--- src/rtl/rs_flipflop_bank.sv ---
// Bank of WIDTH clocked RS flip-flops with selectable S=R=1 resolution, edge pulses and conflict tracking.
// Q and all flags update on the edge that samples S/R; no flow control, en simply freezes the bank.
module rs_flipflop_bank #(
    parameter int                   WIDTH     = 8,
    parameter int                   MODE      = 0,
    parameter logic [WIDTH-1:0]     INIT      = {WIDTH{1'b0}},
    parameter int                   CNT_WIDTH = 8
) (
    input  logic                    clk,
    input  logic                    rst,
    input  logic                    en,
    input  logic [WIDTH-1:0]        S,
    input  logic [WIDTH-1:0]        R,
    input  logic                    clrErr,
    output logic [WIDTH-1:0]        Q,
    output logic [WIDTH-1:0]        notQ,
    output logic [WIDTH-1:0]        qRise,
    output logic [WIDTH-1:0]        qFall,
    output logic [WIDTH-1:0]        conflict,
    output logic [CNT_WIDTH-1:0]    conflictCount,
    output logic                    errSticky
);

    logic [WIDTH-1:0]     r_q;
    logic [WIDTH-1:0]     r_rise;
    logic [WIDTH-1:0]     r_fall;
    logic [WIDTH-1:0]     r_conf;
    logic [CNT_WIDTH-1:0] r_cnt;
    logic                 r_err;

    logic [WIDTH-1:0]     w_both_val;
    logic [WIDTH-1:0]     w_next;
    logic [WIDTH-1:0]     w_conf;
    logic                 w_any_conf;

    // Value a bit takes when S and R are both asserted.
    generate
        if (MODE == 0) begin : g_reset_dom
            assign w_both_val = {WIDTH{1'b0}};
        end else if (MODE == 1) begin : g_set_dom
            assign w_both_val = {WIDTH{1'b1}};
        end else if (MODE == 2) begin : g_hold
            assign w_both_val = r_q;
        end else if (MODE == 3) begin : g_toggle
            assign w_both_val = ~r_q;
        end else begin : g_bad_mode
            $error("rs_flipflop_bank: MODE must be 0..3");
        end
        if (WIDTH < 1 || WIDTH > 64) begin : g_bad_width
            $error("rs_flipflop_bank: WIDTH must be 1..64");
        end
    endgenerate

    assign w_next     = (r_q & ~S & ~R) | (S & ~R) | (S & R & w_both_val);
    assign w_conf     = S & R & {WIDTH{en}};
    assign w_any_conf = |w_conf;

    always_ff @(posedge clk or posedge rst) begin
        if (rst) begin
            r_q    <= INIT;
            r_rise <= '0;
            r_fall <= '0;
            r_conf <= '0;
        end else begin
            r_conf <= w_conf;
            if (en) begin
                r_q    <= w_next;
                r_rise <= w_next & ~r_q;
                r_fall <= ~w_next & r_q;
            end else begin
                r_rise <= '0;
                r_fall <= '0;
            end
        end
    end

    // clrErr wins over a same-edge conflict; the per-bit conflict flag above still reports it.
    always_ff @(posedge clk or posedge rst) begin
        if (rst) begin
            r_cnt <= '0;
            r_err <= 1'b0;
        end else if (clrErr) begin
            r_cnt <= '0;
            r_err <= 1'b0;
        end else if (w_any_conf) begin
            r_err <= 1'b1;
            if (r_cnt != {CNT_WIDTH{1'b1}}) begin
                r_cnt <= r_cnt + 1'b1;
            end
        end
    end

    assign Q             = r_q;
    assign notQ          = ~r_q;
    assign qRise         = r_rise;
    assign qFall         = r_fall;
    assign conflict      = r_conf;
    assign conflictCount = r_cnt;
    assign errSticky     = r_err;

endmodule

--- config.mk ---
export PLATFORM = sky130hd
export DESIGN_NAME = rs_flipflop_bank
export DESIGN_NICKNAME = d
export VERILOG_FILES = /design/src/rtl/rs_flipflop_bank.sv
export SDC_FILE = /design/constraint.sdc
export NUM_CORES = 1
export LEC_CHECK = 0
export ABC_AREA = 1
export CELL_PAD_IN_SITES_DETAIL_PLACEMENT = 0
export CELL_PAD_IN_SITES_GLOBAL_PLACEMENT = 1
export CORE_UTILIZATION = 33
export CTS_BUF_LIST = sky130_fd_sc_hd__clkbuf_4 sky130_fd_sc_hd__clkbuf_8
export DETAILED_ROUTE_END_ITERATION = 12
export HOLD_SLACK_MARGIN = 0.08
export PLACE_DENSITY_LB_ADDON = 0.1
export SYNTH_ARGS = -nofsm -noshare
export SYNTH_HDL_FRONTEND = slang
export SYNTH_SLANG_ARGS = --single-unit
--- constraint.sdc ---
create_clock -name clk -period 1.3 [get_ports clk]
set_input_delay 0.13 -clock clk [delete_from_list [all_inputs] [get_ports clk]]
set_output_delay 0.13 -clock clk [all_outputs]
set_load 0.02 [all_outputs]
* Yosys cells after proc, flatten, opt, wreduce, memory -nomap -nowiden *
Cells that the tools add are included.

word-level totals
  register bits = 41
  bits in latches = 0
  memory bits (writable) = 0
  memory bits (read-only) = 0
  input port bits = 20
  logic and storage cells = 31
  memories kept = 0

cells by class
  $add $sub $neg = 1
  $mul = 0
  divide/modulo/power cells = 0
  $lt $le $gt $ge = 0
  equal/unequal tests = 1
  shifts and indexed selects = 0
  muxes and demuxes = 7
  bitwise gates (word level) = 12
  reductions and logical operators = 4

operators by type and width
  cell                                                            number
  8-bit bitwise AND                                               7
  8-bit 2-to-1 mux                                                5
  8-bit NOT                                                       4
  8-bit by 1-bit adder with 8-bit output (second input constant)  1
  8-bit != test (second input constant)                           1
  8-bit OR                                                        1
  8-bit OR reduction                                              1
  2-bit nonzero test                                              2
  1-bit 2-to-1 mux                                                2
  2-bit AND reduction                                             1

* Longest topological paths before layout *
Gate-level depths: netlist of run 1.

  depth in word-level cells = 7
  mapped depth = 9
  depth with buffers taken out = 9

* Least setup slack after synthesis of run 1 *
No wires, ideal clock.

  kind = register -> register
  start = register r_cnt[1], in the netlist conflictCount[1]
  end = register r_cnt[5], in the netlist conflictCount[5]
  arrival = 1,317 ps
  required time = 1,234 ps
  setup slack = -83 ps
  cell stages (with the launch flop) = 8
  period minus slack after synthesis = 1,383 ps
  cell sequence = dfrtp_1 ha_1 nand2_1 nor2_4 nand3_4 nand2_8 nand3_1 nand2_1

between the ends
  longest elaborated chain between the ends = 4
  elaborated cells between the ends (all ways) = 7
  those cells by class = add/sub: 1; eq/ne: 1; mux: 3; reduce/logical: 2

ends and longest elaborated chain
  item                                    line  text
  start, declared                         28    logic [CNT_WIDTH-1:0] r_cnt;
  start signal, assigned                  88    r_cnt <= r_cnt + 1'b1;
  8-bit by 1-bit adder with 8-bit output  88
  8-bit 2-to-1 mux                        87    if (r_cnt != {CNT_WIDTH{1'b1}}) begin
  8-bit 2-to-1 mux                        85    end else if (w_any_conf) begin
  8-bit 2-to-1 mux                        82    end else if (clrErr) begin

Parallel ways exist; a longest one is shown, timed or not. The select of a mux whose other input is x is not followed.
A chain may end at the register's enable or synchronous reset.

* Worst setup path in the final report of run 1 *
  start = input en
  end = register r_cnt[6], in the netlist conflictCount[6]

between the ends
  longest elaborated chain between the ends = 4

ends and longest elaborated chain
  item                           line  text
  start, declared                11    input logic en,
  8-bit bitwise AND              55    assign w_conf = S & R & {WIDTH{en}};
  8-bit OR reduction             56    assign w_any_conf = |w_conf;
  2-bit nonzero test (no line)   -
  2-bit AND reduction (no line)  -

No other way between the ends.

==> flow_metrics.env, run 1 <==
export IMPL_port_buffers=68
export IMPL_async_reset_ff_share_pct=100
export IMPL_grt_max_degree=42
export IMPL_grt_pass1_vias=1535
export IMPL_clock_sinks=41
export IMPL_setup_ws_ns=0.0419
export IMPL_cellPowerDensity_nw_per_um2=1090
export IMPL_nFillCells=516
export IMPL_syn_inst=190
export IMPL_cts_buffers=5
export IMPL_crit_required_ns=1.48
export IMPL_synth_most_common_cell="dfrtp_1"
export IMPL_drv_cap=0
export IMPL_multi_input_area_um2=659
export IMPL_hold_viol=0
export IMPL_cpPeakStageDelay_ns=0.45
export IMPL_grt_pass1_wl_um=7250
export IMPL_endpoint_kind="flip-flop"
export IMPL_routed_wl_um=4230
export IMPL_fin_crit_ns=1.26
export IMPL_drive_gt1_share_pct=20.1
export IMPL_ir_drop_v=0.000713
export IMPL_initial_core_util_pct=34.8
export IMPL_finalHoldWorstSlack_ns=0.215
export IMPL_yosysWarnings=0
export IMPL_area_growth_pct=55.6
export IMPL_ys_seq_elements=41
export IMPL_cp_start_kind="primary input"
export IMPL_ios=69
export IMPL_arrival_ns=1.43
export IMPL_fmax_mhz=795
export IMPL_status="finished, final reports clean"
export IMPL_total_power_mw=3.08
export IMPL_ant_nets=0
export IMPL_ys_seq_area_share_pct=56.7
export IMPL_synth_commonest_cells="dfrtp_1 (41), inv_1 (34), nand2_1 (27), nand3_1 (20), nor2_1 (18)"
export IMPL_dieArea_um2=5780
export IMPL_dpl_cell_area_um2=2720
export IMPL_gp_congestion=0.759
export IMPL_cts_tree="done"
export IMPL_synth_edf_count=0
export IMPL_diodes=0
export IMPL_min_path_type="in -> async"
export IMPL_cp_max_fo=17
export IMPL_p_leak_nw=1.55
export IMPL_rsz0062_at_grt="true"
export IMPL_num_rows=26
export IMPL_synth_top_area_share_pct=56.7
export IMPL_antenna_found_initial=0
export IMPL_drcViolationCount=0
export IMPL_path_clk_slew_ns=0.08
export IMPL_postCtsHoldBufs=0
export IMPL_syn_avg_cell_area_um2=9.52
export IMPL_final_period_utilization_pct=96.8
export IMPL_maxSlewViolCount=0
export IMPL_yosysTopAreaCell="dfrtp_1"
export IMPL_synthTopCellsByArea="dfrtp_1 (57%), inv_1 (7.1%), nand2_1 (5.6%)"
export IMPL_wl_per_cell_um=12.0
export IMPL_chipWidth_um=76.0
export IMPL_overflow=0
export IMPL_worstSetupPathType="in -> reg"
export IMPL_worst_slew_pin_slew_ns=0.235
export IMPL_critPathBufInv=2
export IMPL_drt_pass1_iterations=4
export IMPL_synth_nets=211
export IMPL_ys_types=22
export IMPL_viasPerCell=4.52
export IMPL_core_area_um2=5200
export IMPL_design_area_um2=2820
export IMPL_clock_path_buffers=2
export IMPL_clk_latency_ns=0.28
export IMPL_num_nets_final=303
export IMPL_syn_area_um2=1810
export IMPL_cp_top_family="simple AND/OR/NAND/NOR gates"
export IMPL_dr_total_vias=1595
export IMPL_htree_levels=2
export IMPL_die_height_um=76.0
export IMPL_grt_use_total_pct=15.9
export IMPL_dp_hpwl_um=3150
export IMPL_cts_root_buffer="clkbuf_8"
export IMPL_slew_headroom_pct=84.3
export IMPL_drt_initial_drc_count=79
export IMPL_dpl_worst_slack_ns=-0.296
export IMPL_post_route_util_pct=54.1
export IMPL_slowest_stage="clkdlybuf4s50_1"
export IMPL_path_cells="clkdlybuf4s50_1 -> buf_12 -> nand3_1 -> nand2_2 -> nor2_4 -> nand3_2 -> nand3_1 -> nand2_1"
export IMPL_finalSetupViolations=0
export IMPL_crit_path_frequent_cell="nand3_1"
export IMPL_yosys_most_used_dff="dfrtp_1"
export IMPL_skew_ns=0.00815
export IMPL_seq_area_um2=1030
-- per-layer routing --
metal / vias up / global-route usage (%) / share of wire [%]
met4: 0 / 5.77 / 1.3
met5: - / 0 / 0
li1: 791 / - / -
met3: 5 / 3.59 / 5.7
met1: 751 / 21.1 / 46
met2: 48 / 25.5 / 47
-- cell type report --
class                           instances  share of cell area [%]
Tap cell                               70                    3.11
Inverter                               34                    4.53
Multi-Input combinational cell        111                    23.4
Sequential cell                        41                    36.6
Clock buffer                            7                    3.20
Timing Repair Buffer                   89                    28.0
Clock inverter                          1                    1.07
-- worst paths after layout --
kind / startpoint / end / slack [ns] / depth (start not counted)
hold / removal: rst / conflict[5]$_DFF_PP0_ / 0.21 / 3
min in group clk: R[2] / qFall[2]$_DFF_PP0_ / 0.42 / 3
setup / recovery: en / conflictCount[6]$_DFFE_PP0P_ / 0.04 / 8
setup reg to reg: conflictCount[4]$_DFFE_PP0P_ / conflictCount[6]$_DFFE_PP0P_ / 0.04 / 5
max in group asynchronous: rst / conflictCount[1]$_DFFE_PP0P_ / 0.86 / 3
hold reg to reg: Q[0]$_DFFE_PP0P_ / qRise[0]$_DFF_PP0_ / 0.48 / 1
-- worst min-delay path, cell delays in order --
cell and delay, ns:
clkdlybuf4s50_1 0.40, inv_1 0.10, buf_12 0.23
-- cell usage in the layout, fill, tap and decap left out, types with 6 or more instances in the layout --
master           netlist  final
dfrtp_1               41     37
buf_4                  0     19
nand2_1               27     24
nor2_1                18     18
dlygate4sd2_1          0     39
o211ai_1               7      7
clkdlybuf4s50_1        0     19
clkbuf_8               0      6
nand3_1               20     18
nor3_1                 9      9
o21ai_0               10      9
inv_1                 34     34
-- registers in the layout, indices dropped and copies added (netlist names) --
name / cells
Q: 8
qFall: 8
errSticky: 1
conflict: 8
conflictCount: 8
qRise: 8
-- power breakdown --
group          switching (mW)  internal, mW  leakage, nW
logic                   0.359         0.263        0.950
clock network           0.411         0.647       0.0619
registers              0.0507          1.35        0.542
total                   0.821          2.26         1.55
-- kinds of logic after synthesis --
kind of cell | share of synthesized area, %
adder cells (fa/ha/maj) | 0.691
flip-flops | 56.7
AND/OR/NAND/NOR | 27.0
AO/OA/AOI/OAI | 6.09
buffers and inverters | 9.06
XOR/XNOR | 0.484
-- stage by stage --
| step | setup TNS [ns] | std cells |
|---|---|---|
| final | 0 | 353 |
| after global routing | -0.0451 | 353 |
| after CTS | 0 | 352 |
| after detailed placement | -3.56 | 344 |
| after global placement | -3.19 | 344 |
| after floorplan | 0 | 190 |
-- what timing repair did --
item                                    4_1_cts  5_1_grt
setup buffers                                 0        1
pin swaps                                     0        6
endpoints found under the setup margin       49       19
resized for setup                            49       27
(Power assumes the default switching activity.)
==> run 2, diff against run 1 <==
CORE_MARGIN = 2   (was unset)
==> run 2 against run 1 <==
Cell count shrank 0.85%. Non-clock buffer count shrank 2. Via count shrank 3.3%. Routed wire length shrank 0.59%. Count of clock-buffer cells in the layout is the same. Clock skew shrank 0.0043 ns. Die area grew 5.3%. Maximum frequency grew 1.2%. Critical path type is now reg -> reg. Largest cell class unchanged.
==> flow_metrics.env, run 2 (synthesis results as in run 1) <==
export IMPL_area_growth_pct=52.8
export IMPL_htree_levels=2
export IMPL_finalSetupViolations=0
export IMPL_nFillCells=518
export IMPL_worst_slew_pin_slew_ns=0.248
export IMPL_finalHoldWorstSlack_ns=0.210
export IMPL_final_period_utilization_pct=95.7
export IMPL_clock_path_buffers=2
export IMPL_crit_required_ns=1.52
export IMPL_endpoint_kind="flip-flop"
export IMPL_seq_area_um2=1030
export IMPL_port_buffers=68
export IMPL_drv_cap=0
export IMPL_core_area_um2=5200
export IMPL_routed_wl_um=4200
export IMPL_rsz0062_at_grt="true"
export IMPL_dpl_worst_slack_ns=-0.286
export IMPL_cts_root_buffer="clkbuf_8"
export IMPL_dr_total_vias=1542
export IMPL_cts_buffers=5
export IMPL_hold_viol=0
export IMPL_overflow=0
export IMPL_setup_ws_ns=0.0565
export IMPL_postCtsHoldBufs=0
export IMPL_grt_pass1_wl_um=7370
export IMPL_arrival_ns=1.46
export IMPL_chipWidth_um=78.0
export IMPL_min_path_type="in -> async"
export IMPL_drive_gt1_share_pct=17.1
export IMPL_viasPerCell=4.41
export IMPL_gp_congestion=0.769
export IMPL_wl_per_cell_um=12.0
export IMPL_clk_latency_ns=0.28
export IMPL_p_leak_nw=1.54
export IMPL_drcViolationCount=0
export IMPL_ir_drop_v=0.000632
export IMPL_antenna_found_initial=0
export IMPL_path_clk_slew_ns=0.07
export IMPL_final_common_cell="dlygate4sd2_1"
export IMPL_worstSetupPathType="reg -> reg"
export IMPL_slew_headroom_pct=83.5
export IMPL_dp_hpwl_um=3200
export IMPL_clock_sinks=41
export IMPL_grt_use_total_pct=15.4
export IMPL_ios=69
export IMPL_grt_max_degree=42
export IMPL_multi_input_area_um2=644
export IMPL_maxSlewViolCount=0
export IMPL_grt_pass1_vias=1534
export IMPL_skew_ns=0.00387
export IMPL_layout_common_cells="dlygate4sd2_1 (41), dfrtp_1 (37), inv_1 (34), nand2_1 (26), nand3_1 (20)"
export IMPL_cts_tree="done"
export IMPL_cp_start_kind="flip-flop"
export IMPL_num_nets_final=301
export IMPL_cp_max_fo=4
export IMPL_cellPowerDensity_nw_per_um2=1030
export IMPL_total_power_mw=2.84
export IMPL_initial_core_util_pct=34.8
export IMPL_status="finished, final reports clean"
export IMPL_ant_nets=0
export IMPL_fmax_mhz=804
export IMPL_drt_initial_drc_count=63
export IMPL_dieArea_um2=6090
export IMPL_drt_pass1_iterations=4
export IMPL_fin_crit_ns=1.24
export IMPL_post_route_util_pct=53.1
export IMPL_die_height_um=78.0
export IMPL_diodes=0
export IMPL_num_rows=26
[run 2: cell types whose count changed in the layout (fill, tap and decap cells not counted), moves of 2 or more]
cell	previous run	this run
nand2_2	4	2
nand3_2	5	3
nand3_1	18	20
buf_4	19	17
clkbuf_2	5	3
dlygate4sd2_1	39	41
nand2_1	24	26
[run 2: stage by stage]
stage	setup TNS [ns]	instance area, um2	cells
floorplan	0	1810	190
global placement	-2.10	2710	343
detailed placement	-2.42	2710	343
CTS	0	2740	350
global route	-0.195	2770	350
finish	0	2770	350
[run 2: what timing repair did]
| action | CTS | global route |
|---|---|---|
| buffers inserted | 0 | 0 |
| gates resized for setup | 49 | 20 |
| pin swaps | 0 | 10 |
| setup endpoints to repair | 49 | 18 |
[run 2: where the power goes]
group | internal (mW) | leakage, nW | switching, mW
sequential | 1.35 | 0.542 | 0.0492
clock | 0.442 | 0.0477 | 0.389
combinational | 0.252 | 0.949 | 0.352
total | 2.04 | 1.54 | 0.791
[run 2: cell type report]
type / count / area share, %
flip-flops and latches: 41 / 37.3
repair buffers: 87 / 28.4
multi-input cells: 111 / 23.3
inverters: 34 / 4.62
clock buffers: 7 / 3.26
well taps: 70 / 3.17
[run 2: metal layers]
layer	vias up	track usage (%)	share of wire, %
met5	-	0	0
met4	0	5.44	1.5
met3	7	4.14	5.3
li1	786	-	-
met2	41	24.1	47
met1	708	20.6	46
[run 2: worst paths after layout]
path / start / endpoint / slack (ns) / cells after the start
setup / recovery: conflictCount[1]$_DFFE_PP0P_ / conflictCount[6]$_DFFE_PP0P_ / 0.06 / 9
hold / removal: rst / conflictCount[6]$_DFFE_PP0P_ / 0.21 / 3
setup reg to reg: conflictCount[1]$_DFFE_PP0P_ / conflictCount[6]$_DFFE_PP0P_ / 0.06 / 9
hold reg to reg: Q[7]$_DFFE_PP0P_ / qRise[7]$_DFF_PP0_ / 0.47 / 1
max in group asynchronous: rst / conflictCount[0]$_DFFE_PP0P_ / 0.88 / 3
min in group clk: en / Q[5]$_DFFE_PP0P_ / 0.28 / 3
[run 2: critical path: stages, from the launching register on]
cell and delay [ns]:
dfrtp_2 0.39, ha_4 0.15, nand2_4 0.06, nor2_4 0.16, nand2_1 0.07, nand2_1 0.06
nand2_1 0.04, nor2_1 0.10, nand3_1 0.08, nand2_1 0.07
==> run 3, diff against run 2 <==
CORE_MARGIN = unset   (was 2)
SKIP_CTS_REPAIR_TIMING = 1   (was unset)
==> run 3 against run 2 <==
Clock power grew 28%. Clock skew is 0.0043 ns higher. Via count is 4.1% higher. Sequential power about the same. Global-route usage grew 0.24 points. Highest routed layer unchanged. Setup slack worse by 0.0043 ns. Combinational power increased by 13%. Cell count rose by 1.1%. Maximum frequency is 0.34% lower. Count of clock-buffer cells in the layout stayed put. Die area is 5.1% lower. First-iteration DRC count rose by 25%.
==> flow_metrics.env, run 3 (synthesis results as in run 1) <==
export IMPL_status="finished, final reports clean"
export IMPL_power_frac_clock_pct=33.7
export IMPL_cts_root_buffer="clkbuf_8"
export IMPL_initial_core_util_pct=34.8
export IMPL_ios=69
export IMPL_overflow=0
export IMPL_clock_path_buffers=2
export IMPL_tns_ns=0
export IMPL_min_path_type="in -> async"
export IMPL_cts_buffers=5
export IMPL_finalSetupViolations=0
export IMPL_power_switching_uw=829
export IMPL_drive_gt1_share_pct=19.4
export IMPL_fmax_mhz=801
export IMPL_skew_ns=0.00817
export IMPL_pwr_share_comb_pct=21.7
export IMPL_ir_drop_v=0.000766
export IMPL_path_clk_slew_ns=0.07
export IMPL_internal_power_mw=2.31
export IMPL_worstSetupPathType="in -> reg"
export IMPL_sw_frac_of_total_pct=26.4
export IMPL_slew_headroom_pct=82.4
export IMPL_slowest_stage="clkdlybuf4s50_1"
export IMPL_clk_latency_ns=0.28
export IMPL_wl_per_cell_um=12.4
export IMPL_arrival_ns=1.42
export IMPL_diodes=0
export IMPL_grt_pass1_vias=1509
export IMPL_rsz0062_at_grt="true"
export IMPL_dr_total_vias=1605
export IMPL_nFillCells=475
export IMPL_crit_required_ns=1.48
export IMPL_setup_ws_ns=0.0522
export IMPL_chipWidth_um=76.0
export IMPL_final_period_utilization_pct=96.0
export IMPL_worst_slew_pin_slew_ns=0.264
export IMPL_maxSlewViolCount=0
export IMPL_viasPerCell=4.53
export IMPL_routed_wl_um=4400
export IMPL_htree_levels=2
export IMPL_drt_pass1_iterations=4
export IMPL_critPathBufInv=2
export IMPL_area_growth_pct=67.7
export IMPL_cellPowerDensity_nw_per_um2=1040
export IMPL_ant_nets=0
export IMPL_final_common_cell="dlymetal6s2s_1"
export IMPL_instances_no_fill=354
export IMPL_fin_crit_ns=1.25
export IMPL_core_area_um2=5200
export IMPL_layout_common_cells="dlymetal6s2s_1 (49), dfrtp_1 (37), inv_1 (34), nand2_1 (23), buf_4 (20)"
export IMPL_cts_tree="done"
export IMPL_drcViolationCount=0
export IMPL_dieArea_um2=5780
export IMPL_num_nets_final=304
export IMPL_grt_use_total_pct=15.6
export IMPL_clock_sinks=41
export IMPL_endpoint_kind="flip-flop"
export IMPL_cpPeakStageDelay_ns=0.45
export IMPL_cp_max_fo=14
export IMPL_antenna_found_initial=0
export IMPL_dpl_cell_count=344
export IMPL_port_buffers=68
export IMPL_grt_pass1_wl_um=7110
export IMPL_cp_top_family="simple AND/OR/NAND/NOR gates"
export IMPL_grt_max_degree=42
export IMPL_die_height_um=76.0
export IMPL_p_seq_share_pct=44.6
export IMPL_p_leak_nw=2.11
export IMPL_design_area_um2=3030
export IMPL_num_rows=26
export IMPL_dpl_cell_area_um2=2720
export IMPL_drt_initial_drc_count=79
export IMPL_gp_congestion=0.759
export IMPL_cp_start_kind="primary input"
export IMPL_dpl_worst_slack_ns=-0.296
export IMPL_crit_path_frequent_cell="nand3_1"
export IMPL_dp_hpwl_um=3150
export IMPL_drv_cap=0
export IMPL_path_cells="clkdlybuf4s50_1 -> buf_12 -> nand3_1 -> nand2_2 -> nor2_4 -> nand3_2 -> nand3_1 -> nand2_1"
export IMPL_hold_viol=0
[run 3: cell count changes in the layout (fill, tap and decap cells not counted)]
| cell | change |
|---|---|
| clkdlybuf4s50_1 | +1 |
| clkdlybuf4s15_1 | -5 |
| nand3_1 | -3 |
| clkbuf_2 | -3 |
| nand2_1 | -3 |
| nand2_2 | +3 |
| buf_4 | +3 |
| bufinv_16 | +1 |
| nand3_4 | +1 |
| nand3_2 | +2 |
| dlymetal6s2s_1 | +48 |
| dlygate4sd2_1 | -41 |
[run 3: worst reg2reg max path, cell delays in order (launching register included)]
cell     delay (ns)
dfrtp_2        0.38
ha_4           0.16
nand2_4        0.06
inv_1          0.09
nand4_1        0.22
nand3_1        0.16
nand2_1        0.06
[run 3: power groups by stage]
stage / logic [mW] / clock network, mW / registers, mW
4_1_cts: 0.680 / 1.10 / 1.40
3_3_place_gp: 0.678 / 0 / 1.42
2_1_floorplan: 0.215 / 0 / 1.52
3_5_place_dp: 0.677 / 0 / 1.42
6_report: 0.683 / 1.06 / 1.40
5_1_grt: 0.740 / 1.14 / 1.42
[run 3: worst paths after layout]
kind | slack (ns) | end | depth (start not counted) | from
worst max-delay path | 0.05 | conflictCount[6]$_DFFE_PP0P_ | 8 | en
worst min-delay path | 0.22 | conflictCount[4]$_DFFE_PP0P_ | 3 | rst
worst max register to register | 0.07 | conflictCount[6]$_DFFE_PP0P_ | 6 | conflictCount[1]$_DFFE_PP0P_
worst min register to register | 0.48 | qRise[0]$_DFF_PP0_ | 1 | Q[0]$_DFFE_PP0P_
max in group asynchronous | 0.86 | conflictCount[1]$_DFFE_PP0P_ | 3 | rst
min in group clk | 0.42 | qFall[1]$_DFF_PP0_ | 3 | R[1]
[run 3: layer usage]
| layer | routed length, um | GRT usage (%) | vias up |
|---|---|---|---|
| met5 | 0 | 0 | - |
| met4 | 55 | 5.77 | 0 |
| met3 | 253 | 3.59 | 5 |
| met2 | 2110 | 24.8 | 51 |
| met1 | 1980 | 20.9 | 756 |
| li1 | - | - | 793 |
[run 3: area by class of cell]
cell class / count / area [um2] / area share, %
Sequential cell: 41 / 1030 / 34.0
Timing Repair Buffer: 90 / 993 / 32.7
Multi-Input combinational cell: 111 / 674 / 22.2
Clock buffer: 7 / 90.1 / 2.97
Tap cell: 70 / 87.6 / 2.89
Inverter: 34 / 128 / 4.21
Clock inverter: 1 / 30.0 / 0.990
[run 3: per-stage QoR]
step	hold WS, ns	power, mW	utilization (%)
2_1_floorplan	0.245	1.73	-
3_3_place_gp	0.475	2.10	52.2
3_5_place_dp	0.469	2.10	52.2
4_1_cts	0.229	3.18	54.5
5_1_grt	0.247	3.30	58.3
6_report	0.218	3.14	58.3
